`config.mk`:
```
export PLATFORM = sky130hd
export DESIGN_NAME = xor_stream_descrambler_flat
export DESIGN_NICKNAME = d
export VERILOG_FILES = /design/src/rtl/xor_stream_descrambler_if.sv /design/src/rtl/xor_stream_descrambler.sv /design/src/flat_wrapper.sv
export SDC_FILE = /design/constraint.sdc
export NUM_CORES = 1
export LEC_CHECK = 0
export BUFFER_PORTS_ARGS = -buffer_cell sky130_fd_sc_hd__buf_2
export CORE_MARGIN = 10
export CORE_UTILIZATION = 46
export CTS_CLUSTER_DIAMETER = 200
export DETAILED_ROUTE_END_ITERATION = 10
export GPL_TIMING_DRIVEN = 0
export PLACE_DENSITY = 0.78
export SLEW_MARGIN = 20
export SYNTH_ARGS = -nofsm -noshare
export SYNTH_HDL_FRONTEND = slang
export SYNTH_SLANG_ARGS = --single-unit
```
`constraint.sdc`:
```
create_clock -name clk -period 2.15 [get_ports clk]
set_input_delay 0.645 -clock clk [delete_from_list [all_inputs] [get_ports clk]]
set_output_delay 0.645 -clock clk [all_outputs]
set_load 0.05 [all_outputs]
```
`src/rtl/xor_stream_descrambler_if.sv`:
```
// rtl/xor_stream_descrambler_if.sv - input/output stream bundle for the XOR keystream descrambler
//
// Purpose: carries both valid/ready streams of the descrambler in one bundle.
//   in_valid/in_data/in_ready     : scrambled words from the link receive buffer
//   out_valid/out_data/out_ready  : descrambled words to the downstream consumer
//   in_par/out_par_err            : only present when XOR_DESCR_PARITY_EN is defined
// Modports:
//   slave  : descrambler side (consumes in_*, produces out_*)
//   master : environment side (produces in_*, consumes out_*)
interface xor_stream_descrambler_if #(
    parameter int N = 32
);
    logic         in_valid;
    logic [N-1:0] in_data;
    logic         in_ready;
    logic         out_valid;
    logic [N-1:0] out_data;
    logic         out_ready;
`ifdef XOR_DESCR_PARITY_EN
    logic         in_par;
    logic         out_par_err;
`endif

`ifdef XOR_DESCR_PARITY_EN
    modport slave (
        input  in_valid, in_data, in_par, out_ready,
        output in_ready, out_valid, out_data, out_par_err
    );
    modport master (
        output in_valid, in_data, in_par, out_ready,
        input  in_ready, out_valid, out_data, out_par_err
    );
`else
    modport slave (
        input  in_valid, in_data, out_ready,
        output in_ready, out_valid, out_data
    );
    modport master (
        output in_valid, in_data, out_ready,
        input  in_ready, out_valid, out_data
    );
`endif
endinterface

```
`src/rtl/xor_stream_descrambler.sv`:
```
// rtl/xor_stream_descrambler.sv - receive-side LFSR XOR keystream descrambler
//
// Purpose: XORs each accepted N-bit word with the low N bits of a 32-bit
// Fibonacci LFSR keystream; the LFSR steps once per accepted word. The result
// is held in a one-word output register (1-cycle latency, full throughput).
// Optional per-frame resync reloads the LFSR from the stored seed every
// FRAME_LEN accepted words (FRAME_LEN=0 disables it).
// Optional feature macro: XOR_DESCR_PARITY_EN (adds in_par / out_par_err).
// Ports:
//   clk        : rising-edge clock
//   rst        : synchronous active-high reset
//   seed_load  : one-cycle pulse capturing seed
//   seed       : 32-bit keystream seed (0 is treated as 1)
//   s          : stream bundle (in_valid/in_data/in_ready, out_valid/out_data/out_ready)
//   frame_done : pulses while the last word of a frame is first presented
//   seeded     : keystream initialised
module xor_stream_descrambler #(
    parameter int          N         = 32,
    parameter logic [31:0] TAPS      = 32'h8020_0003,
    parameter int unsigned FRAME_LEN = 0
) (
    input  logic                      clk,
    input  logic                      rst,
    input  logic                      seed_load,
    input  logic [31:0]               seed,
    xor_stream_descrambler_if.slave   s,
    output logic                      frame_done,
    output logic                      seeded
);

    typedef enum logic {UNSEEDED = 1'b0, RUN = 1'b1} state_t;

    localparam logic [31:0] FRAME_LAST = (FRAME_LEN > 0) ? 32'(FRAME_LEN - 1) : 32'd0;

    state_t       state_q, state_d;
    logic [31:0]  lfsr_q, lfsr_d;
    logic [31:0]  seed_q, seed_d;
    logic [31:0]  frame_cnt_q, frame_cnt_d;
    logic         out_valid_q, out_valid_d;
    logic [N-1:0] out_data_q, out_data_d;
    logic         frame_done_q, frame_done_d;
`ifdef XOR_DESCR_PARITY_EN
    logic         par_err_q, par_err_d;
`endif

    logic         in_ready;
    logic         accept;
    logic         frame_hit;
    logic [31:0]  seed_eff;
    logic [31:0]  lfsr_step;

    // seed_load takes priority over data: no word is accepted in a reseed cycle.
    assign in_ready  = (state_q == RUN) && !seed_load && (!out_valid_q || s.out_ready);
    assign accept    = s.in_valid && in_ready;
    // A zero seed would lock the LFSR at zero forever.
    assign seed_eff  = (seed == 32'd0) ? 32'd1 : seed;
    assign lfsr_step = {lfsr_q[30:0], ^(lfsr_q & TAPS)};
    assign frame_hit = (FRAME_LEN != 0) && (frame_cnt_q == FRAME_LAST);

    always_comb begin
        state_d      = state_q;
        lfsr_d       = lfsr_q;
        seed_d       = seed_q;
        frame_cnt_d  = frame_cnt_q;
        out_valid_d  = out_valid_q;
        out_data_d   = out_data_q;
        frame_done_d = 1'b0;
`ifdef XOR_DESCR_PARITY_EN
        par_err_d    = par_err_q;
`endif

        case (state_q)
            UNSEEDED: if (seed_load) state_d = RUN;
            RUN:      state_d = RUN;
            default:  state_d = UNSEEDED;
        endcase

        // Held word leaves when the consumer takes it; a new accept refills below.
        if (out_valid_q && s.out_ready) begin
            out_valid_d = 1'b0;
        end

        if (seed_load) begin
            seed_d      = seed_eff;
            lfsr_d      = seed_eff;
            frame_cnt_d = 32'd0;
        end else if (accept) begin
            out_data_d  = s.in_data ^ lfsr_q[N-1:0];
            out_valid_d = 1'b1;
`ifdef XOR_DESCR_PARITY_EN
            par_err_d   = ^{s.in_data, s.in_par};
`endif
            if (frame_hit) begin
                // Last word of the frame: restart the keystream for the next frame.
                lfsr_d       = seed_q;
                frame_cnt_d  = 32'd0;
                frame_done_d = 1'b1;
            end else begin
                lfsr_d       = lfsr_step;
                frame_cnt_d  = frame_cnt_q + 32'd1;
            end
        end
    end

    always_ff @(posedge clk) begin
        if (rst) begin
            state_q      <= UNSEEDED;
            lfsr_q       <= 32'd0;
            seed_q       <= 32'd0;
            frame_cnt_q  <= 32'd0;
            out_valid_q  <= 1'b0;
            out_data_q   <= '0;
            frame_done_q <= 1'b0;
`ifdef XOR_DESCR_PARITY_EN
            par_err_q    <= 1'b0;
`endif
        end else begin
            state_q      <= state_d;
            lfsr_q       <= lfsr_d;
            seed_q       <= seed_d;
            frame_cnt_q  <= frame_cnt_d;
            out_valid_q  <= out_valid_d;
            out_data_q   <= out_data_d;
            frame_done_q <= frame_done_d;
`ifdef XOR_DESCR_PARITY_EN
            par_err_q    <= par_err_d;
`endif
        end
    end

    assign s.in_ready  = in_ready;
    assign s.out_valid = out_valid_q;
    assign s.out_data  = out_data_q;
`ifdef XOR_DESCR_PARITY_EN
    assign s.out_par_err = par_err_q;
`endif
    assign frame_done  = frame_done_q;
    assign seeded      = (state_q == RUN);

endmodule
```
`src/flat_wrapper.sv`:
```
// flat-port wrapper written by rule: the top's interface ports become plain ports
module xor_stream_descrambler_flat 
#(
    parameter int          N         = 32,
    parameter logic [31:0] TAPS      = 32'h8020_0003,
    parameter int unsigned FRAME_LEN = 0
)
  (clk, rst, seed_load, seed, frame_done, seeded, s_in_valid, s_in_data, s_out_ready, s_in_ready, s_out_valid, s_out_data);
  xor_stream_descrambler_if #(.N(N)) s_i ();
  input  logic clk;
  input  logic rst;
  input  logic seed_load;
  input  logic [31:0] seed;
  output logic frame_done;
  output logic seeded;
  input wire logic [$bits(s_i.in_valid)-1:0] s_in_valid;
  input wire logic [$bits(s_i.in_data)-1:0] s_in_data;
  input wire logic [$bits(s_i.out_ready)-1:0] s_out_ready;
  output wire logic [$bits(s_i.in_ready)-1:0] s_in_ready;
  output wire logic [$bits(s_i.out_valid)-1:0] s_out_valid;
  output wire logic [$bits(s_i.out_data)-1:0] s_out_data;
  assign s_i.in_valid = s_in_valid;
  assign s_i.in_data = s_in_data;
  assign s_i.out_ready = s_out_ready;
  assign s_in_ready = s_i.in_ready;
  assign s_out_valid = s_i.out_valid;
  assign s_out_data = s_i.out_data;
  xor_stream_descrambler #(.N(N), .TAPS(TAPS), .FRAME_LEN(FRAME_LEN)) u_core (.clk(clk), .rst(rst), .seed_load(seed_load), .seed(seed), .s(s_i), .frame_done(frame_done), .seeded(seeded));
endmodule
```
Word-level counts from Yosys, hierarchy flattened
Cells that the tools add are included.
{"block": "classes", "muxes": 8, "n_bitwise": 3, "n_reduce_logical": 11}
{"operator": "$mux W32", "count": 3}
{"operator": "$logic_not A32 Y1", "count": 1}
{"operator": "$reduce_xor A32 Y1", "count": 1}
{"operator": "$xor A32 B32 Y32", "count": 1}
{"operator": "$logic_and A1 B1 Y1", "count": 4}
{"operator": "$mux W1", "count": 4}
{"operator": "$logic_not A1 Y1", "count": 2}
{"operator": "$not A1 Y1", "count": 2}
{"operator": "$pmux W1 S2", "count": 1}
{"operator": "$reduce_and A2 Y1", "count": 1}
{"operator": "$reduce_bool A2 Y1", "count": 1}
{"operator": "$logic_or A1 B1 Y1", "count": 1}
{"block": "totals", "ff_bits": 66, "inputBits": 69, "output_inout_bits": 36, "wordCells": 26}

Depth between registers and ports, before layout
Gate-level depths: netlist of run 1.
{"block": "logic_depth", "depth_word": 6, "mapped_depth": 6, "depth_no_buf": 4}

Worst setup path after synthesis of run 1
OpenSTA, ideal clock, no wires.
{"block": "synth_path", "path_kind": "input to output", "start": "in seed_load", "end": "out s_in_ready", "arrival_ps": 1594, "t_required_ps": 1505, "path_slack_ps": -89, "cell_stages": 4, "cell_sequence": "inv_1 -> buf_2 -> buf_2 -> and3_1"}
{"block": "synth_via", "elab_chain_cells": 3}
{"item": "from (decl)", "line": "flat_wrapper.sv:12", "text": "input logic seed_load;"}
{"item": "$logic_not A1 Y1", "line": "xor_stream_descrambler.sv:53", "text": "assign in_ready = (state_q == RUN) && !seed_load && (!out_valid_q || s.out_ready);"}
{"item": "$logic_and A1 B1 Y1 (2 in a row)", "line": "xor_stream_descrambler.sv:53"}
{"item": "to (decl)", "line": "flat_wrapper.sv:19", "text": "output wire logic [$bits(s_i.in_ready)-1:0] s_in_ready;"}
Every way passes these cells.

Worst setup path in the final report of run 1
Same ends and word-level chain as after synthesis.

==> results.toml, run 1 <==
[run_status]
status = "completed"

[detailed_routing]
drc = 0
wl_per_cell_um = 16.41
via_per_inst = 5.153
drt-pass1-iter-count = 4
drtIter0Drc = 92
num_vias = 2870
ant_nets = 0
wl_um = 9141

[pwr]
internal_power_mw = 2.147
leakagePower_nw = 1.622
ir_worst_vdd_mv = 0.3213
comb_power_share_pct = 18.7
cellPowerDensity_mw_per_mm2 = 731.8
p_sw_share_pct = 29.15
p_switching_mw = 0.8831
pwr-share-seq_pct = 45.0
p_clk_share_pct = 36.3

[synth]
yosys_warnings = 0
ys_ff_latch = 66
avgSynthCellArea_um2 = 9.557
yosysSeqAreaShare_pct = 40.31
synthesis.nets = 412
synth_area_leaders = "dfxtp_1 (40%), a311oi_2 (14%), xnor2_1 (9.1%), nor2_1 (7.6%), nand2_2 (5.5%)"
netlist.top_cell.by_area = "dfxtp_1"
syn-cell-area_mm2 = 0.003278
yosysUniqueCellTypes = 28
synth.top_cell.area_share_pct = 40.31
syn_inst = 343

[finish]
finalNetCount = 526
fin_cells = 557
regArea_mm2 = 0.001321
antenna-diode-count = 0
final_common_cell = "buf_2"
area_delta_synth_final_pct = 26.30
layout_common_cells = "buf_2 (111), nor2_1 (66), dfxtp_1 (66)"
design_area_mm2 = 0.004140
nFillCells = 616
drive_gt1_share_pct = 45.34
multi_input_area_mm2 = 0.001759

[hold_path]
hold_class = "flop to flop"

[floorplan]
io-pin-count = 105
dieArea_mm2 = 0.01090
die_w_um = 104.4
start_util_pct = 47.72
core_mm2 = 0.006869
fp.dieH_um = 104.4
rows = 30

[setup_path]
cp_cell_sequence = "buf_2 > inv_1 > buf_4 > buf_8 > and3_2 > buf_6"
critPathBufInv = 5
cp_slowest_cell = "buf_4"
worst_ep_required_time_ns = 1.50
crit_path_max_incr_delay_ns = 0.17
start_kind = "input pin"
end_kind = "output pin"
cp.arrival_ns = 1.44
critical_path_class = "input pin to output pin"
cp_top_family = "buffers and inverters"
cp_max_fo = 10

[grt]
use_met3_pct = 3.903
grt_pass1_wl_um = 15120
busiest_layer = "met2"
grt_use_met2_pct = 28.16
grt_max_degree = 11
grt_pass1_vias = 3105
use_met1_pct = 19.64
grt_overflow = 0
grt.total_usage_pct = 16.66
antenna_found_initial = 0

[place]
io_buffers = 102
placed_cells = 541
postPlaceCellArea_mm2 = 0.003910
gp_congestion = 0.8065
hpwlAfterDp_um = 7111

[cts]
cts.sink_count = 66
cts_buffers = 9
clk_latency_ns = 0.34
clkTransAtPathRegs_ns = 0.07
postCtsHoldBufs = 0
cts_tree = "built"
cts_max_path_buffers = 2
root_buffer = "clkbuf_8"
h-tree-depth = 3

[sta]
slew_viol_final = 0
max_freq_mhz = 479.2
timing.setup.tns_ns = 0
hold_viol_final = 0
clock_skew_ns = 0.003532
finalCritPeriodShare_pct = 97.07
max-slew-margin-rel_pct = 50.57
setup_violations = 0
rsz0062_at_grt = "false"
worst_pin_slew_ns = 0.7415
period_minus_slack_ns = 2.087

[flow_run]
cap_violations = 0
==> power by group through the flow <==
| stage | Clock (mW) | Sequential [mW] | Combinational (mW) |
|---|---|---|---|
| 3_3_place_gp | 0 | 1.39 | 0.548 |
| 3_5_place_dp | 0 | 1.39 | 0.562 |
| 5_1_grt | 1.15 | 1.37 | 0.612 |
| 6_report | 1.10 | 1.36 | 0.567 |
| 2_1_floorplan | 0 | 1.48 | 0.300 |
| 4_1_cts | 1.10 | 1.36 | 0.570 |
==> tightest hold or removal path, delay by kind of cell (launching register included) <==
kind	cells	cell delay (ns)
flip-flops	1	0.31
AO/OA/AOI/OAI	1	0.05
AND/OR/NAND/NOR	1	0.09
==> what timing repair did <==
item	CTS	global route
setup buffers	1	0
gates resized for setup	6	0
setup endpoints to repair	1	0
==> state kept, by name, indices dropped and copies added, names as in the netlist <==
signal	flops
u_core.s.out_valid	1
u_core.s.out_data	32
u_core.seeded	1
u_core.lfsr_q	32
==> path summary, 6_finish.rpt <==
check | from | to | slack, ns | cells past startpoint
worst min register to register | u_core.s.out_data[22] | u_core.s.out_data[22] | 0.50 | 2
worst max register to register | u_core.seeded | u_core.s.out_data[28] | 0.68 | 5
worst min-delay path | u_core.s.out_data[22] | u_core.s.out_data[22] | 0.50 | 2
worst max-delay path | seed_load | s_in_ready | 0.06 | 6
==> cells by family after synthesis <==
| family | after synthesis | share of synthesized area (%) |
|---|---|---|
| and+or+nand+nor | 144 | 20.73 |
| AOI/OAI and AO/OA | 67 | 23.70 |
| DFF | 66 | 40.31 |
| xor gates and xnor gates | 34 | 9.084 |
| buffers and inverters | 31 | 6.069 |
| other | 1 | 0.1144 |
==> metal layers <==
| metal | vias up | share of wire, % |
|---|---|---|
| met1 | 1373 | 43 |
| met4 | 0 | 1.4 |
| met3 | 9 | 5.0 |
| li1 | 1425 | - |
| met5 | - | 0 |
| met2 | 63 | 50 |
==> area by class of cell <==
class                   instances  area share, %
inverters                       2         0.1813
well taps                      96          2.901
flip-flops and latches         66          31.91
plain buffers                  29          4.926
clock buffers                  13          4.080
clock inverters                 2         0.8462
multi-input cells             246          42.49
repair buffers                103          12.66
==> synthesized netlist by cell type <==
cell and n:
a211o_1 1, a211oi_1 22, a211oi_2 10, a21oi_1 1
a311oi_1 1, a311oi_2 30, a41oi_1 1, and3_1 2
buf_1 1, buf_12 3, buf_2 12, buf_4 3
buf_6 1, clkbuf_1 9, conb_1 1, dfxtp_1 66
inv_1 2, nand2_1 33, nand2_2 29, nand3b_4 1
nand4_1 2, nor2_1 66, nor2_4 1, nor2b_4 1
nor4_1 8, o21ai_0 1, or2_1 1, xnor2_1 34
==> stage by stage <==
stage | hold slack (ns) | setup WS (ns) | power [mW] | util, %
finish | 0.4984 | 0.06303 | 3.030 | 60.27
global route | 0.5218 | 0.01304 | 3.138 | 60.27
CTS | 0.4998 | 0.08192 | 3.032 | 60.27
detailed placement | 0.4900 | -0.3259 | 1.953 | 56.92
global placement | 0.4827 | -0.3116 | 1.937 | 56.92
floorplan | 0.4921 | 0.02694 | 1.779 | -
No activity file was read; power rests on OpenSTA's default activity.
==> inputs of run 2 (changes only) <==
--- a/config.mk
+++ b/config.mk
@@ -6,10 +6,12 @@
 export NUM_CORES = 1
 export LEC_CHECK = 0
 export BUFFER_PORTS_ARGS = -buffer_cell sky130_fd_sc_hd__buf_2
+export CORE_ASPECT_RATIO = 2
 export CORE_MARGIN = 10
 export CORE_UTILIZATION = 46
 export CTS_CLUSTER_DIAMETER = 200
 export DETAILED_ROUTE_END_ITERATION = 10
+export GPL_ROUTABILITY_DRIVEN = 1
 export GPL_TIMING_DRIVEN = 0
 export PLACE_DENSITY = 0.78
 export SLEW_MARGIN = 20
==> run 2 against run 1 <==
Worst hold slack got worse by 0.0021 ns. Critical path depth decreased by 1. First-iteration DRC count increased by 61%. Final area increased by 2.4%. Die area increased by 1.9%. Sequential power about the same. Routed wire length increased by 3.8%. Cell count decreased by 0.36%. Register-to-register slack about the same. Largest power group is now clock. Clock skew decreased by 0.0015 ns. Flip-flop and latch count unchanged. Sequential share of layout area decreased by 0.74 points.
==> results.toml, run 2 (same netlist as run 1, synthesis figures left out) <==
[run_status]
status = "completed"

[sta]
max-slew-margin-rel_pct = 51.81
finalWorstSetupSlack_ns = 0.08345
timing.setup.tns_ns = 0
slew_viol_final = 0
clock_skew_ns = 0.002033
whs_ns = 0.4963
rsz0062_at_grt = "false"
setup_violations = 0
hold_viol_final = 0
worst_pin_slew_ns = 0.7229
max_freq_mhz = 483.9
period_minus_slack_ns = 2.067
finalCritPeriodShare_pct = 96.12

[cts]
cts_buffers = 9
h-tree-depth = 3
clkTransAtPathRegs_ns = 0.05
root_buffer = "clkbuf_16"
cts.sink_count = 66
cts_max_path_buffers = 2
cts_tree = "built"
clk_latency_ns = 0.34

[grt]
grt.total_usage_pct = 17.36
grt_overflow = 0
grt_pass1_wl_um = 15080
antenna_found_initial = 3
grt_pass1_vias = 3137
grt_max_degree = 11

[pwr]
ir_worst_vdd_mv = 0.4882
finalPower_mw = 3.385
leakagePower_nw = 1.668
cellPowerDensity_mw_per_mm2 = 798.5

[place]
gp_congestion = 0.8206
placed_cells = 535
io_buffers = 102
hpwlAfterDp_um = 7386
dpl_worst_slack_ns = -0.3499

[setup_path]
crit_path_end = "s_in_ready"
worst_ep_required_time_ns = 1.50
cp_slowest_cell = "and3_2"
crit_path_max_incr_delay_ns = 0.21
timing.rr.end = "u_core.s.out_data[26]"
critPathBufInv = 4
cp-startpoint = "seed_load"
rr_startpoint = "u_core.seeded"
cp_max_fo = 15
end_kind = "output pin"
r2r_slack_ns = 0.69
cp.arrival_ns = 1.42
start_kind = "input pin"
cp_top_family = "buffers and inverters"
critical_path_class = "input pin to output pin"
ff2ff_path_depth = 5
cp_cell_sequence = "buf_2 > inv_1 > buf_6 > and3_2 > buf_8"
cp.depth = 5

[floorplan]
start_util_pct = 47.23
core_mm2 = 0.006940
rows = 43
dieArea_mm2 = 0.01111
fp.dieH_um = 139.4
io-pin-count = 105
die_w_um = 79.69

[hold_path]
hold_class = "flop to flop"
hold_depth = 2

[finish]
nFillCells = 621
area_delta_synth_final_pct = 29.31
final_common_cell = "buf_2"
layout_common_cells = "buf_2 (111), nor2_1 (66), dfxtp_1 (66)"
regArea_mm2 = 0.001321
finalNetCount = 526
multi_input_area_mm2 = 0.001759
fin_cells = 555
drive_gt1_share_pct = 45.45

[flow_run]
cap_violations = 0

[detailed_routing]
wl_per_cell_um = 17.10
drt-pass1-iter-count = 5
drc = 0
drtIter0Drc = 148
ant_nets = 0
wl_um = 9492
num_vias = 2940
via_per_inst = 5.297
run 2: changes by cell type in the layout (fill, tap and decap cells not counted), sizes merged:
cell,change
bufinv,-1
diode,+3
clkbuf,+2
run 2: worst min-delay path by stage:
stage / start / end / slack (ns)
after floorplan: u_core.lfsr_q[0] / u_core.lfsr_q[1] / 0.49
after global placement: u_core.s.out_data[4] / u_core.s.out_data[4] / 0.48
after detailed placement: u_core.s.out_data[24] / u_core.s.out_data[24] / 0.49
after CTS: u_core.s.out_data[21] / u_core.s.out_data[21] / 0.50
after global routing: u_core.s.out_data[23] / u_core.s.out_data[23] / 0.52
final: u_core.s.out_data[23] / u_core.s.out_data[23] / 0.50
run 2: repair_timing:
action	in CTS	in global routing
gates resized for setup	8	1
endpoints found under the setup margin	1	1
endpoints found under the hold margin	0	0
setup buffers	0	2
hold buffers	0	0
run 2: cell type report:
class	instances	share of cell area [%]
multi-input combinational	246	41.50
sequential	66	31.17
timing repair buffer	104	12.63
clock buffer	15	7.025
buffer	28	4.545
tap	90	2.656
inverter	2	0.1771
antenna	3	0.1771
clock inverter	1	0.1181
run 2: per-stage QoR:
stage / area (um^2) / util (%)
detailed placement: 3902 / 56.23
CTS: 4233 / 60.99
finish: 4239 / 61.08
global placement: 3902 / 56.23
floorplan: 3279 / -
global route: 4239 / 61.08
run 2: layer usage:
metal / vias up / part of all wire [%] / track usage [%]
met5: - / 0 / 0
met2: 99 / 54 / 30.59
met4: 0 / 4.8 / 12.35
met3: 30 / 6.2 / 5.484
li1: 1428 / - / -
met1: 1383 / 35 / 15.93
run 2: worst reg2reg max path, delay by kind of cell, from the launching register on:
family,cells,cell delay (ns)
and+or+nand+nor,2,0.30
buffers and inverters,2,0.50
DFF,1,0.40
AOI/OAI and AO/OA,1,0.12
run 2: report_power, final:
part	internal [mW]	switching, mW	leakage (nW)
clock network	0.936	0.513	0.152
logic	0.227	0.339	0.973
registers	1.30	0.0716	0.543
==> inputs of run 3 (changes only) <==
--- a/config.mk
+++ b/config.mk
@@ -13,7 +13,7 @@
 export DETAILED_ROUTE_END_ITERATION = 10
 export GPL_ROUTABILITY_DRIVEN = 1
 export GPL_TIMING_DRIVEN = 0
-export PLACE_DENSITY = 0.78
+export PLACE_DENSITY = 0.76
 export SLEW_MARGIN = 20
 export SYNTH_ARGS = -nofsm -noshare
 export SYNTH_HDL_FRONTEND = slang
==> run 3 against run 2 <==
Clock skew is 0.0010 ns higher. Routed wire length is 0.85% higher. Non-clock buffer count is 3 higher. Clock power is 4% lower. Largest cell class unchanged. Setup slack worse by 0.054 ns. Final area is 0.24% higher. Clock-buffer cell count is 1 lower. Critical endpoint unchanged.
==> results.toml, run 3 (same netlist as run 1, synthesis figures left out) <==
[run_status]
status = "completed"

[pwr]
cellPowerDensity_mw_per_mm2 = 784.7
leakagePower_nw = 1.676
ir_worst_vdd_mv = 0.6202

[grt]
grt_overflow = 0
antenna_found_initial = 2
grt_pass1_vias = 3089
grt.total_usage_pct = 17.12
grt_max_degree = 11
grt_pass1_wl_um = 14900

[detailed_routing]
drt-met1-wl_um = 3355
num_vias = 2972
drt-pass1-iter-count = 4
dr.max_layer_used = "met4"
wl_per_cell_um = 17.19
wl_um = 9573
via_per_inst = 5.336
drtIter0Drc = 168
met3_wirelength_um = 554
ant_nets = 0
wl_met2_um = 5253
drc = 0

[setup_path]
start_kind = "input pin"
end_kind = "output pin"
r2r_slack_ns = 0.70
ff2ff_path_depth = 6
timing.rr.end = "u_core.s.out_data[2]"
critical_path_class = "input pin to output pin"
cp.arrival_ns = 1.48
worst_ep_required_time_ns = 1.50
cp_max_fo = 10
rr_startpoint = "u_core.seeded"

[floorplan]
dieArea_mm2 = 0.01111
fp.dieH_um = 139.4
rows = 43
die_w_um = 79.69
start_util_pct = 47.23
core_mm2 = 0.006940
io-pin-count = 105

[cts]
cts.sink_count = 66
root_buffer = "clkbuf_16"
cts_tree = "built"
h-tree-depth = 3
cts_max_path_buffers = 2
cts_buffers = 9
clk_latency_ns = 0.34
postCtsHoldBufs = 0
clkTransAtPathRegs_ns = 0.05

[place]
io_buffers = 102
dpl_worst_slack_ns = -0.3614
gp_congestion = 0.8166
hpwlAfterDp_um = 7472

[sta]
period_minus_slack_ns = 2.121
timing.setup.tns_ns = 0
max-slew-margin-rel_pct = 51.59
slew_viol_final = 0
rsz0062_at_grt = "false"
clock_skew_ns = 0.003066
hold_viol_final = 0
finalWorstSetupSlack_ns = 0.02901
worst_pin_slew_ns = 0.7262
finalCritPeriodShare_pct = 98.65
setup_violations = 0
max_freq_mhz = 471.5

[hold_path]
min_to = "u_core.s.out_data[4]"
hold_class = "flop to flop"
hold_depth = 2
min_from = "u_core.s.out_data[4]"

[finish]
area_delta_synth_final_pct = 29.62
layout_common_cells = "buf_2 (111), nor2_1 (66), dfxtp_1 (66)"
utilization_pct = 61.22
drive_gt1_share_pct = 45.59
final_common_cell = "buf_2"
finalNetCount = 529

[flow_run]
cap_violations = 0
run 3: cell count changes in the layout (fill, tap and decap cells not counted), sizes merged:
cell | previous run | this run
diode | 3 | 2
clkbuf | 24 | 23
clkinv | 1 | 2
buf | 123 | 126
run 3: layer usage:
| layer | global-route usage [%] | up-vias |
|---|---|---|
| met5 | 0 | - |
| met4 | 9.972 | 0 |
| met3 | 6.000 | 29 |
| met2 | 30.89 | 83 |
| met1 | 15.63 | 1429 |
| li1 | - | 1431 |
run 3: where the power goes:
| group | switching (mW) | internal (mW) |
|---|---|---|
| sequential | 0.0699 | 1.30 |
| combinational | 0.342 | 0.233 |
| clock | 0.521 | 0.871 |
| total | 0.933 | 2.40 |
run 3: final cells by class:
type / instances / area (um^2)
inverter: 2 / 7.507
buffer: 29 / 212.7
clock inverter: 2 / 10.01
timing repair buffer: 106 / 546.8
tap: 90 / 112.6
multi-input combinational: 246 / 1759
clock buffer: 14 / 274.0
fill: 621 / 2691
sequential: 66 / 1321
antenna: 2 / 5.005
run 3: how the worst max path moves through the flow:
stage                   start  slack, ns         end  cells after the start
floorplan           seed_load       0.03  s_in_ready                      4
global placement    seed_load      -0.35  s_in_ready                      6
detailed placement  seed_load      -0.36  s_in_ready                      6
CTS                 seed_load       0.01  s_in_ready                      6
global route        seed_load     0.0004  s_in_ready                      6
finish              seed_load       0.03  s_in_ready                      6
run 3: worst max-delay path, stage by stage:
cell and delay, ns:
buf_2 0.13, inv_1 0.09, buf_6 0.13, buf_12 0.14, and3_2 0.18, buf_6 0.15
run 3: metrics by stage:
stage / hold WS [ns] / cell area [um^2] / cells / power, mW
floorplan: 0.4921 / 3279 / 343 / 1.779
global placement: 0.4852 / 3902 / 535 / 1.941
detailed placement: 0.4910 / 3902 / 535 / 1.957
CTS: 0.4977 / 4214 / 551 / 3.351
global route: 0.5215 / 4249 / 557 / 3.454
finish: 0.4965 / 4249 / 557 / 3.334
run 3: repair_timing:
action,CTS,global route
hold endpoints to repair,0,0
resized for setup,8,0
setup endpoints to repair,1,1
setup buffers,0,4
